`src/rtl/custom_acc_pkg.sv`:
```
// Shared types and elaboration helpers for the Custom accumulator-enable sequencer.
package custom_acc_pkg;

  typedef enum logic [1:0] {
    IDLE = 2'd0,
    RUN  = 2'd1,
    DONE = 2'd2
  } state_t;

  localparam int DEF_NUM_CH = 4;
  localparam int DEF_LEAD   = 5;
  localparam int DEF_SKEW   = 1;
  localparam int DEF_LEN_W  = 5;
  localparam int DEF_CNT_W  = 6;

  function automatic int win_start(input int c, input int lead, input int skew);
    return lead + c * skew;
  endfunction

  // The counter runs one past the last enabled stage before leaving RUN, so that value must fit.
  function automatic bit cnt_fits(input int num_ch, input int lead, input int skew,
                                  input int len_w, input int cnt_w);
    return (lead + (num_ch - 1) * skew + (1 << len_w) - 1) < (1 << cnt_w);
  endfunction

  localparam bit DEF_CNT_W_OK = cnt_fits(DEF_NUM_CH, DEF_LEAD, DEF_SKEW, DEF_LEN_W, DEF_CNT_W);

endpackage

```
`src/rtl/custom_acc_win_cmp.sv`:
```
// One channel's window comparator: enable while start <= cnt < start+len.
// Optional first-cycle clear output under CUSTOM_ACC_CLR_EN.
module custom_acc_win_cmp #(
  parameter int CNT_W = 6,
  parameter int LEN_W = 5
) (
  input  logic [CNT_W-1:0] i_cnt,
  input  logic [CNT_W:0]   i_start,
  input  logic [LEN_W-1:0] i_len,
  input  logic             i_run_ok,
  output logic             o_en
`ifdef CUSTOM_ACC_CLR_EN
  ,
  output logic             o_clr
`endif
);

  logic [CNT_W:0] w_cnt;
  logic [CNT_W:0] w_stop;

  assign w_cnt  = {1'b0, i_cnt};
  assign w_stop = i_start + {{(CNT_W + 1 - LEN_W){1'b0}}, i_len};
  assign o_en   = i_run_ok && (w_cnt >= i_start) && (w_cnt < w_stop);

`ifdef CUSTOM_ACC_CLR_EN
  assign o_clr  = o_en && (w_cnt == i_start);
`else
`endif

endmodule

```
`src/rtl/custom_acc_en_sequencer.sv`:
```
// Skewed per-channel accumulator enable sequencer with start/busy/done handshake and stall.
// Optional per-channel first-cycle clear output when CUSTOM_ACC_CLR_EN is defined.
module custom_acc_en_sequencer
  import custom_acc_pkg::*;
#(
  parameter int NUM_CH = DEF_NUM_CH,
  parameter int LEAD   = DEF_LEAD,
  parameter int SKEW   = DEF_SKEW,
  parameter int LEN_W  = DEF_LEN_W,
  parameter int CNT_W  = DEF_CNT_W
) (
  input  logic              clk,
  input  logic              rst,
  input  logic              start_i,
  input  logic [LEN_W-1:0]  len_i,
  input  logic              stall_i,
  output logic              busy_o,
  output logic              done_o,
  output logic [CNT_W-1:0]  cnt_o,
  output logic [NUM_CH-1:0] acc_en_o
`ifdef CUSTOM_ACC_CLR_EN
  ,
  output logic [NUM_CH-1:0] acc_clr_o
`endif
);

  if (!cnt_fits(NUM_CH, LEAD, SKEW, LEN_W, CNT_W)) begin : g_cnt_w_check
    $error("CNT_W too small for LEAD+(NUM_CH-1)*SKEW+2^LEN_W-1");
  end

  localparam logic [CNT_W:0] END_BASE = (CNT_W + 1)'(LEAD + (NUM_CH - 1) * SKEW - 1);

  state_t           r_state;
  state_t           w_next;
  logic [CNT_W-1:0] r_cnt;
  logic [LEN_W-1:0] r_len;
  logic [CNT_W:0]   w_end;
  logic             w_last;
  logic             w_run_ok;

  assign w_end    = END_BASE + {{(CNT_W + 1 - LEN_W){1'b0}}, r_len};
  assign w_last   = ({1'b0, r_cnt} == w_end);
  assign w_run_ok = (r_state == RUN) && !stall_i;
  assign cnt_o    = r_cnt;

  always_comb begin
    w_next = r_state;
    busy_o = 1'b0;
    done_o = 1'b0;
    case (r_state)
      IDLE: begin
        if (start_i) w_next = (len_i != '0) ? RUN : DONE;
      end
      RUN: begin
        busy_o = 1'b1;
        if (!stall_i && w_last) w_next = DONE;
      end
      DONE: begin
        done_o = 1'b1;
        w_next = IDLE;
      end
      default: w_next = IDLE;
    endcase
  end

  always_ff @(posedge clk) begin
    if (rst) begin
      r_state <= IDLE;
      r_cnt   <= '0;
      r_len   <= '0;
    end else begin
      r_state <= w_next;
      if (r_state == IDLE && start_i && len_i != '0) begin
        r_cnt <= '0;
        r_len <= len_i;
      end else if (r_state == RUN && !stall_i) begin
        r_cnt <= r_cnt + CNT_W'(1);
      end
    end
  end

  for (genvar c = 0; c < NUM_CH; c++) begin : g_ch
    localparam logic [CNT_W:0] S_C = (CNT_W + 1)'(win_start(c, LEAD, SKEW));
`ifdef CUSTOM_ACC_CLR_EN
    custom_acc_win_cmp #(.CNT_W(CNT_W), .LEN_W(LEN_W)) u_cmp (
      .i_cnt   (r_cnt),
      .i_start (S_C),
      .i_len   (r_len),
      .i_run_ok(w_run_ok),
      .o_en    (acc_en_o[c]),
      .o_clr   (acc_clr_o[c])
    );
`else
    custom_acc_win_cmp #(.CNT_W(CNT_W), .LEN_W(LEN_W)) u_cmp (
      .i_cnt   (r_cnt),
      .i_start (S_C),
      .i_len   (r_len),
      .i_run_ok(w_run_ok),
      .o_en    (acc_en_o[c])
    );
`endif
  end

endmodule

```
`config.mk`:
```
export PLATFORM = sky130hd
export DESIGN_NAME = custom_acc_en_sequencer
export DESIGN_NICKNAME = d
export VERILOG_FILES = /design/src/rtl/custom_acc_pkg.sv /design/src/rtl/custom_acc_win_cmp.sv /design/src/rtl/custom_acc_en_sequencer.sv
export SDC_FILE = /design/constraint.sdc
export NUM_CORES = 1
export LEC_CHECK = 0
export CELL_PAD_IN_SITES_DETAIL_PLACEMENT = 1
export CELL_PAD_IN_SITES_GLOBAL_PLACEMENT = 1
export CORE_MARGIN = 1
export CORE_UTILIZATION = 43
export CTS_CLUSTER_DIAMETER = 60
export DETAILED_ROUTE_END_ITERATION = 8
export GPL_ROUTABILITY_DRIVEN = 1
export PLACE_DENSITY = 0.95
export SYNTH_ARGS = -nofsm -noshare
export SYNTH_HDL_FRONTEND = slang
export SYNTH_SLANG_ARGS = --single-unit
```
`constraint.sdc`:
```
create_clock -name clk -period 6.1 [get_ports clk]
set_input_delay 0.61 -clock clk [delete_from_list [all_inputs] [get_ports clk]]
set_output_delay 0.61 -clock clk [all_outputs]
set_load 0.05 [all_outputs]
```
==> results.py <==
metrics = {
    "timing": {
        "worst_slack_ns": 2.15,
        "finalCritPeriodShare": 0.647,
        "tns_ns": 0,
        "hold_viol_final": 0,
        "rsz0062_at_grt": "false",
        "setup_viol": 0,
        "max_slew.worst_pin.slew_ns": 0.501,
        "timing.final.max_slew_violations": 0,
        "fin_crit_ns": 3.95,
        "fin_skew_ns": 0.0138,
        "fmax_mhz": 253,
        "slew_headroom": 0.665,
    },
    "synth": {
        "ys_async_sr_fraction": 0,
        "synth_area_mm2": 0.00133,
        "yosysUniqueCellTypes": 37,
        "yosysWarnings": 0,
        "synth_top_area_frac": 0.291,
        "synth.largest_area_cell": "ha_1",
        "avgSynthCellArea_um2": 8.59,
        "yosys-top-cells-area": "ha_1, dfxtp_1, xor2_1",
        "synth_flop_cell": "dfxtp_1",
        "synth_seq_area_share": 0.195,
        "netlist_instances": 155,
        "synth-edff-count": 0,
        "syn-num-nets": 195,
        "synth-seq-cells": 13,
    },
    "power_and_ir_drop": {
        "swShare": 0.334,
        "p_per_area_mw_per_mm2": 133,
        "seqPwrFrac": 0.452,
        "p_int_uw": 139,
        "pwr-share-comb": 0.282,
        "p_switching_uw": 69.4,
        "cellLeakagePower_uw": 0.000671,
        "peakVddDrop_v": 0.0000752,
        "power.share.clock": 0.266,
    },
    "layout": {
        "area_growth_pct": 17.2,
        "antenna_cells": 0,
        "finalNetCount": 214,
        "drive_above_1_share": 0.0809,
    },
    "detailed_routing": {
        "drtIter0Drc": 10,
        "post_drt_wl_per_cell_um": 16.1,
        "drc": 2,
        "avgViaCountPerCell": 5.65,
        "postRouteAntennaNets": 0,
        "vias": 1152,
        "drt-total-wl_um": 3290,
        "drt_first_pass_iters": 5,
    },
    "global_route": {
        "grt_antenna_before_repair": 0,
        "grt-ovfl-total": 0,
        "grt_pass1_vias": 1258,
        "grt_max_degree": 12,
        "grt_first_pass_wirelength_um": 5840,
        "grt.total_usage": 0.230,
    },
    "die": {
        "pin_count": 21,
        "dieHeight_um": 57.6,
        "fp-row-count": 19,
        "die_w_um": 57.6,
        "fp.coreArea_mm2": 0.00285,
        "initial_utilization": 0.467,
        "die_area_mm2": 0.00332,
    },
    "clock_tree": {
        "clock_sinks": 13,
        "clk_pin_slew_ns": 0.08,
        "clk_latency_ns": 0.29,
        "postCtsSetupBuffers": 0,
        "cts.repair.resized": 0,
        "cts_tree": "yes",
        "cts_root_buf": "clkbuf_4",
        "ctsHoldBuffers": 0,
        "htree_num_levels": 1,
        "cts_made_buffers": 3,
        "clk_path_buf_depth": 2,
    },
    "outcome": {
        "violations": "DRC",
        "status": "complete, but fails checks",
    },
    "placement": {
        "place_hpwl_um": 2780,
        "place_congestion": 0.818,
        "portBuffers": 20,
        "dp_slack_ns": 2.50,
    },
    "worst_setup_path": {
        "regToRegSetupSlack_ns": 4.04,
        "end_kind": "output port",
        "startpoint_type": "flop",
        "critPathKind": "reg -> out",
        "critical_path_required_ns": 5.49,
        "cp_data_arrival_time_ns": 3.34,
        "crit_fanout": 6,
    },
    "flow_run": {
        "maxCapViolCount": 0,
    },
    "min_path": {
        "hold_path_class": "reg -> reg",
    },
}
## path summary, 6_finish.rpt
check	start	endpoint	cells after the start
worst min register to register	r_len[1]	r_len[1]	2
worst max register to register	r_len[1]	r_state[0]	8
worst max-delay path	r_len[2]	acc_en_o[0]	11
worst min-delay path	r_len[1]	r_len[1]	2
## worst max-delay path: stages (launching register included)
cell and delay (ns):
dfxtp_1 0.46, inv_1 0.19, ha_1 0.23, nand2_1 0.07, nand2_1 0.08, xnor2_1 0.14, ha_1 0.29, o21a_1 0.11
o31ai_1 0.08, a21oi_1 0.11, a2111oi_0 0.42, clkdlybuf4s50_1 0.89
## layer usage
metal | wire, um | share of wire | GRT usage
met3 | 86 | 0.026 | 0.0313
met5 | 0 | 0 | 0
met4 | 14 | 0.0043 | 0.0662
met1 | 1480 | 0.45 | 0.266
met2 | 1710 | 0.52 | 0.439
## final cells by class
cell class | count | area [um2]
Fill cell | 346 | 1290
Multi-Input combinational cell | 126 | 996
Sequential cell | 13 | 260
Timing Repair Buffer | 20 | 200
Tap cell | 31 | 38.8
Inverter | 10 | 37.5
Clock buffer | 3 | 22.5
Clock inverter | 1 | 5.00
## registers in the layout, summed over array words and instances (netlist names)
name,count
r_state,2
r_len,5
cnt_o,6
## cells by family (layout without fill, tap and decap cells)
| logic type | Yosys count | count (layout) | synth area share |
|---|---|---|---|
| flip-flops | 13 | 13 | 0.195 |
| AO/OA/AOI/OAI | 33 | 33 | 0.167 |
| adder cells (fa/ha/maj) | 31 | 31 | 0.291 |
| XOR/XNOR | 12 | 12 | 0.0789 |
| AND/OR/NAND/NOR | 50 | 50 | 0.211 |
| buffers and inverters | 16 | 34 | 0.0564 |
## cells in the mapped netlist (all sizes together) (2+ instances only)
cell and instances:
dfxtp 13, a21oi 8, inv 10, o21a 3
buf 5, ha 31, nand4 2, a2111oi 3
nor2 16, a22oi 4, nor2b 3, nand2 14
nand2b 3, nor3b 2, o31ai 2, xnor2 4
nor3 3, xor2 8, o21ai 10
## placed cells by master, fill, tap and decap left out
cell	netlist	final
nor2_1	15	15
xnor2_1	4	4
nor3_1	2	2
nor4b_2	1	1
o21ai_0	9	9
a22o_1	1	1
nand4b_1	1	1
clkinv_2	0	1
clkbuf_4	0	3
nand3_1	1	1
and2b_1	1	1
inv_1	10	10
o21a_1	3	3
xor2_1	8	8
nand4_1	2	2
a21o_1	1	1
a22oi_1	4	4
nor3b_2	2	2
a21boi_0	1	1
nor4_1	1	1
nor2b_1	3	3
o31ai_1	2	2
ha_1	31	31
or4_4	1	1
dfxtp_1	13	13
nand2_2	1	1
and3_1	1	1
nor2_2	1	1
a2111oi_0	3	3
clkdlybuf4s50_1	0	20
a21oi_2	1	1
nand2b_1	2	2
a21oi_1	7	7
o21ai_4	1	1
nand2_1	13	13
nand2b_4	1	1
nor3_2	1	1
## power by group through the flow
| stage | Clock [uW] | Combinational [uW] | Sequential [uW] |
|---|---|---|---|
| floorplan | 0 | 39.7 | 94.7 |
| global placement | 0 | 54.5 | 95.6 |
| detailed placement | 0 | 59.2 | 95.9 |
| CTS | 57.5 | 59.4 | 94.0 |
| global route | 63.7 | 65.7 | 94.7 |
| finish | 55.3 | 58.7 | 93.9 |
## per-stage QoR
stage	instance area [um2]	utilization	std cells	hold WS, ns	total power (uW)
after floorplan	1330	-	155	0.495	134
after global placement	1530	0.537	200	0.513	150
after detailed placement	1530	0.537	200	0.526	155
after CTS	1560	0.547	204	0.539	211
after global routing	1560	0.547	204	0.570	224
final	1560	0.547	204	0.536	208
Power figures use the tool's default switching activity.
